### src/rtl/cic_interpolator.sv
// I/Q CIC interpolator: runtime ratio R, zero-stuffed integrator cascade, shift + saturate, bypass.
// Optional build macro CIC_INTERP_UNDERRUN_CNT_EN adds a saturating underrun counter in status[15:8].
module cic_interpolator #(
  parameter int DATA_WIDTH   = 18,
  parameter int OUTPUT_WIDTH = 18,
  parameter int CIC_STAGES   = 3,
  parameter int ACC_WIDTH    = 42
) (
  input  logic                           clk,
  input  logic                           rst,
  input  logic                           enable,
  input  logic [7:0]                     interp_ratio,
  input  logic [5:0]                     out_shift,
  input  logic                           bypass_cic,
  input  logic                           clear_status,
  input  logic signed [DATA_WIDTH-1:0]   i_data_in,
  input  logic signed [DATA_WIDTH-1:0]   q_data_in,
  input  logic                           data_valid,
  output logic                           data_ready,
  output logic signed [OUTPUT_WIDTH-1:0] i_data_out,
  output logic signed [OUTPUT_WIDTH-1:0] q_data_out,
  output logic                           out_valid,
  input  logic                           out_ready,
  output logic [15:0]                    status
);

  typedef logic signed [ACC_WIDTH-1:0] acc_t;

  function automatic acc_t sext(input logic signed [DATA_WIDTH-1:0] x);
    return acc_t'(x);
  endfunction

  // Returns {clamped, value}: value clamped to the signed OUTPUT_WIDTH range.
  function automatic logic [OUTPUT_WIDTH:0] sat_fn(input acc_t v);
    acc_t hi;
    acc_t lo;
    hi = '0;
    hi[OUTPUT_WIDTH-2:0] = '1;
    lo = ~hi;
    if (v > hi)      return {1'b1, hi[OUTPUT_WIDTH-1:0]};
    else if (v < lo) return {1'b1, lo[OUTPUT_WIDTH-1:0]};
    else             return {1'b0, v[OUTPUT_WIDTH-1:0]};
  endfunction

  logic [7:0]                     ratio_sh;
  logic [5:0]                     shift_sh;
  logic                           bypass_sh;
  logic signed [DATA_WIDTH-1:0]   hold [2];
  logic                           hold_valid;
  logic [7:0]                     phase;
  logic [7:0]                     last_phase;
  acc_t                           dly [2][CIC_STAGES];
  acc_t                           integ [2][CIC_STAGES];
  logic signed [OUTPUT_WIDTH-1:0] out_q [2];
  logic                           out_valid_q;
  logic                           started;
  logic                           unf_sticky;
  logic                           sat_sticky;
  logic [7:0]                     cnt_field;

  logic accept, step, underrun, sat_set;
  acc_t comb_in [2][CIC_STAGES];
  acc_t int_nx [2][CIC_STAGES];
  acc_t acc, int_in, pre, shifted;
  logic [1:0] sat_flag;
  logic signed [OUTPUT_WIDTH-1:0] sat_val [2];

  // Handshakes: a beat transfers on a rising clk edge where valid && ready are both high;
  // valid-side data must be held until that edge, ready never waits on valid.
  // data_ready is also gated by rst so the port reads 0 while reset is asserted.
  assign data_ready = enable && !hold_valid && !rst;
  assign accept     = data_valid && data_ready;
  assign step       = enable && (!out_valid_q || out_ready) && (phase != 8'd0 || hold_valid);
  assign underrun   = started && enable && (phase == 8'd0) && !hold_valid && (!out_valid_q || out_ready);
  assign last_phase = (ratio_sh > 8'd1) ? ratio_sh - 8'd1 : 8'd0;
  assign sat_set    = step && (|sat_flag);

  always_comb begin
    comb_in  = '{default: '0};
    int_nx   = '{default: '0};
    acc      = '0;
    int_in   = '0;
    pre      = '0;
    shifted  = '0;
    sat_flag = '0;
    sat_val  = '{default: '0};
    for (int r = 0; r < 2; r++) begin
      acc = sext(hold[r]);
      for (int k = 0; k < CIC_STAGES; k++) begin
        comb_in[r][k] = acc;
        acc = acc - dly[r][k];
      end
      // Zero stuffing: only the phase-0 step feeds a comb result into the integrators.
      int_in = (phase == 8'd0) ? acc : '0;
      int_nx[r][0] = integ[r][0] + int_in;
      for (int k = 1; k < CIC_STAGES; k++)
        int_nx[r][k] = integ[r][k] + integ[r][k-1];
      pre = bypass_sh ? sext(hold[r]) : int_nx[r][CIC_STAGES-1];
      shifted = pre >>> shift_sh;
      {sat_flag[r], sat_val[r]} = sat_fn(shifted);
    end
  end

  always_ff @(posedge clk) begin
    if (rst) begin
      ratio_sh    <= '0;
      shift_sh    <= '0;
      bypass_sh   <= 1'b0;
      hold_valid  <= 1'b0;
      phase       <= '0;
      out_valid_q <= 1'b0;
      started     <= 1'b0;
      unf_sticky  <= 1'b0;
      sat_sticky  <= 1'b0;
      for (int r = 0; r < 2; r++) begin
        hold[r]  <= '0;
        out_q[r] <= '0;
        for (int k = 0; k < CIC_STAGES; k++) begin
          dly[r][k]   <= '0;
          integ[r][k] <= '0;
        end
      end
    end else begin
      if (!enable) begin
        ratio_sh  <= interp_ratio;
        shift_sh  <= out_shift;
        bypass_sh <= bypass_cic;
      end
      if (accept) begin
        hold[0] <= i_data_in;
        hold[1] <= q_data_in;
        started <= 1'b1;
      end
      if (accept)
        hold_valid <= 1'b1;
      else if (step && phase == 8'd0)
        hold_valid <= 1'b0;
      if (step) begin
        out_q[0]    <= sat_val[0];
        out_q[1]    <= sat_val[1];
        out_valid_q <= 1'b1;
        if (!bypass_sh) begin
          phase <= (phase == last_phase) ? 8'd0 : phase + 8'd1;
          for (int r = 0; r < 2; r++) begin
            for (int k = 0; k < CIC_STAGES; k++) begin
              if (phase == 8'd0) dly[r][k] <= comb_in[r][k];
              integ[r][k] <= int_nx[r][k];
            end
          end
        end
      end else if (out_ready) begin
        out_valid_q <= 1'b0;
      end
      if (clear_status) unf_sticky <= underrun;
      else if (underrun) unf_sticky <= 1'b1;
      if (clear_status) sat_sticky <= sat_set;
      else if (sat_set) sat_sticky <= 1'b1;
    end
  end

`ifdef CIC_INTERP_UNDERRUN_CNT_EN
  logic [7:0] unf_cnt;
  always_ff @(posedge clk) begin
    if (rst)
      unf_cnt <= '0;
    else if (clear_status)
      unf_cnt <= underrun ? 8'd1 : 8'd0;
    else if (underrun && unf_cnt != 8'hFF)
      unf_cnt <= unf_cnt + 8'd1;
  end
  assign cnt_field = unf_cnt;
`else
  assign cnt_field = 8'h00;
`endif

  assign i_data_out = out_q[0];
  assign q_data_out = out_q[1];
  assign out_valid  = out_valid_q;
  assign status = {cnt_field, 2'b00, sat_sticky, unf_sticky, bypass_sh, out_valid_q, hold_valid,
                   enable && !rst};

endmodule

### config.mk
export PLATFORM = sky130hd
export DESIGN_NAME = cic_interpolator
export DESIGN_NICKNAME = d
export VERILOG_FILES = /design/src/rtl/cic_interpolator.sv
export SDC_FILE = /design/constraint.sdc
export NUM_CORES = 2
export LEC_CHECK = 0
export CORE_MARGIN = 2
export CORE_UTILIZATION = 50
export CTS_CLUSTER_SIZE = 28
export DETAILED_ROUTE_END_ITERATION = 6
export PLACE_DENSITY = 0.66
export SLEW_MARGIN = 25
export SYNTH_ARGS = -nofsm -noshare
export SYNTH_HDL_FRONTEND = slang
export SYNTH_SLANG_ARGS = --single-unit
### constraint.sdc
create_clock -name clk -period 19 [get_ports clk]
set_clock_uncertainty 0.2 [all_clocks]
set_input_delay 1.9 -clock clk [delete_from_list [all_inputs] [get_ports clk]]
set_output_delay 1.9 -clock clk [all_outputs]
set_load 0.005 [all_outputs]
==> qor.yml <==
status: "complete, but fails checks"
violations: "DRC"
crit_path_frequent_cell: "o21ai_0"
hold_path_class: "reg2reg"
grt_pass1_vias: 41100
drc_errors: 1
place_area_mm2: 0.0533
drv_slew: 0
viasPerCell: 6.13
hold_ws_ns: 0.259
drt_pass1_iterations: 7
worstSetupEndpointType: "flop"
drive_gt1_frac: 0.0498
core_area_mm2: 0.102
finalInstanceArea_mm2: 0.0556
reg2regPathDepth: 46
synth_seq_cells: 556
grt_first_pass_wirelength_um: 228000
crit_path_max_incr_delay_ns: 0.57
antenna_found_initial: 4
synth_compound_area_frac: 0.221
synth_top_family_by_area: "compound AO/OA/AOI/OAI gates"
cts_resized: 0
holdPathStages: 2
period_share: 0.606
synthArstFlopShare: 0
period_needed_ns: 11.51
synth-simple-area-share: 0.200
muxShareOfSynthArea: 0.0354
synthFlopType: "edfxtp_1"
dieArea_mm2: 0.105
drv_cap: 0
grt.overflow.total: 0
ys_warn_count: 0
wirelength_um: 147000
syn2layout_area_growth_pct: 8.57
rr_startpoint: "hold[0][18]"
syn_area_per_cell_um2: 8.62
cp.required_ns: 19.16
yosys.area_share.adder: 0.115
die_w_um: 324
synth.area.top_cells: "edfxtp_1, ha_1, nor2_1"
cp-start-kind: "flop"
yosys.area.top_type_share: 0.310
ctsHoldBuffers: 0
worstReg2RegEnd: "integ[1][125]"
start_util: 0.504
min_from: "sat_sticky"
routedWlPerCell_um: 20.0
grt_setup_unrepaired: "no"
ir_drop_uv: 96.8
ant_nets: 0
nNetsFinal: 6422
finalHoldViolCount: 0
first_iter_violations: 4008
track_usage: 0.272
synth_xor_area_frac: 0.0601
path_delay_family: "compound AO/OA/AOI/OAI gates"
cts_buffer_depth: 3
num_vias: 44900
p_per_area_mw_per_mm2: 142
mostFrequentLayoutCell: "nor2_1"
slowest_stage: "a21boi_2"
die_h_um: 324
tightest_slew_ns: 1.07
synth_cell_types: 109
cts_root_buf: "clkbuf_16"
hold_end: "sat_sticky"
place_congestion: 0.929
fillers: 9361
post_cts.repair.setup_buffers: 0
ios: 111
synth-edff-count: 528
cts.htree.levels: 3
syn_area_mm2: 0.0512
final.setup.tns_ns: 0
numCtsBuffers: 70
final_cell_mix: "nor2_1, edfxtp_1, a21oi_1"
ys_seq_area_frac: 0.321
synth_top_area_cell: "edfxtp_1"
num_rows: 117
insertion_delay_ns: 0.67
dpl.hpwl_um: 110000
p_leak_uw: 0.0234
fmax_ghz: 0.0869
numPortBuffers: 100
critPathKind: "reg2reg"
clkTransAtPathRegs_ns: 0.06
r2r_slack_ns: 7.49
cp_max_fo: 15
arrival_ns: 11.68
clock-sinks: 556
crit_buf_inv: 1
cts_tree: "yes"
relSlewSlack: 0.286
synthCells: 5936
grt_max_degree: 111
setup_viol: 0
[per-layer routing]
layer / wire (µm) / vias up / track usage
li1: - / 21800 / -
met1: 69300 / 21200 / 0.400
met2: 61600 / 1564 / 0.407
met3: 11600 / 264 / 0.0428
met4: 4150 / 2 / 0.0859
met5: 13 / - / 0
[tightest hold or removal path, cell delays in order, from the launching register on]
cell	delay, ns
dfxtp_1	0.31
nand2_1	0.06
o21ai_1	0.05
[stage by stage]
step	std cells	utilization	setup WS [ns]	total power [µW]
6_report	7327	0.547	7.49	7860
5_1_grt	7327	0.547	6.31	8500
4_1_cts	7326	0.547	7.28	7820
3_5_place_dp	7199	0.525	7.31	6430
3_3_place_gp	7199	0.525	7.66	6370
2_1_floorplan	5945	-	8.92	5430
[registers in the layout, indices dropped and copies added, names as in the netlist]
name        count
unf_sticky      1
phase           8
started         1
dly           204
out_valid       1
integ         252
sat_sticky      1
hold           36
hold_valid      1
shift_sh        6
ratio_sh        8
out_q          36
bypass_sh       1
[Yosys cell counts, types with 20 or more instances]
cell       count
o21a_1        74
xor2_1       164
or3_1         59
a21o_1       171
o211a_1       23
a211o_1       25
ha_1         450
nand2_1      406
o2111ai_1     20
clkbuf_1     210
o31ai_1       24
buf_1         29
mux2i_1      110
o21ai_0      296
a221oi_1      25
edfxtp_1     528
o221ai_1      21
nor2_1       685
a211oi_1      87
nor4_1        26
nor2b_1       65
mux2_2        23
o21bai_1      53
nor3b_1       24
and2_1       221
or2_2         27
a31oi_1       55
o211ai_1      68
dfxtp_1       28
nor3_1       158
inv_1        354
nand3_1      137
xnor2_1      182
mux4_2        20
a41oi_1       28
and3_1        97
a21oi_1      456
a21boi_0      30
nand2b_1      78
o41ai_1       23
nand4_1       44
[kinds of logic (layout without fill, tap and decap cells)]
group,after synthesis,after routing
AND/OR/NAND/NOR,2098,2098
AO/OA/AOI/OAI,1687,1687
buffers and inverters,631,644
other,1,11
XOR/XNOR,348,348
multiplexers,153,153
adder cells (fa/ha/maj),462,462
flip-flops,556,556
[report_power, final]
group	switching (µW)	internal, µW	total, µW
logic	2910	2060	4960
registers	72.6	1480	1550
clock network	554	795	1350
[worst max path at each step]
stage / depth (start not counted) / end / slack (ns) / start
4_1_cts: 46 / integ[1][125] / 7.28 / hold[0][18]
3_3_place_gp: 46 / integ[1][125] / 7.66 / hold[0][18]
3_5_place_dp: 46 / integ[1][125] / 7.31 / hold[0][18]
2_1_floorplan: 47 / integ[1][125] / 8.92 / hold[0][18]
5_1_grt: 46 / integ[1][125] / 6.31 / hold[0][18]
6_report: 46 / integ[1][125] / 7.49 / hold[0][18]
[final cells by class]
cell class	count	area, µm²	area share
multi-input cells	4758	32400	0.583
flip-flops and latches	556	16400	0.296
clock buffers	97	1940	0.0349
well taps	1368	1710	0.0308
repair buffers	159	1440	0.0260
inverters	358	1340	0.0242
clock inverters	30	319	0.00574
diodes	1	2.50	0.0000450
(Power assumes the default switching activity.)
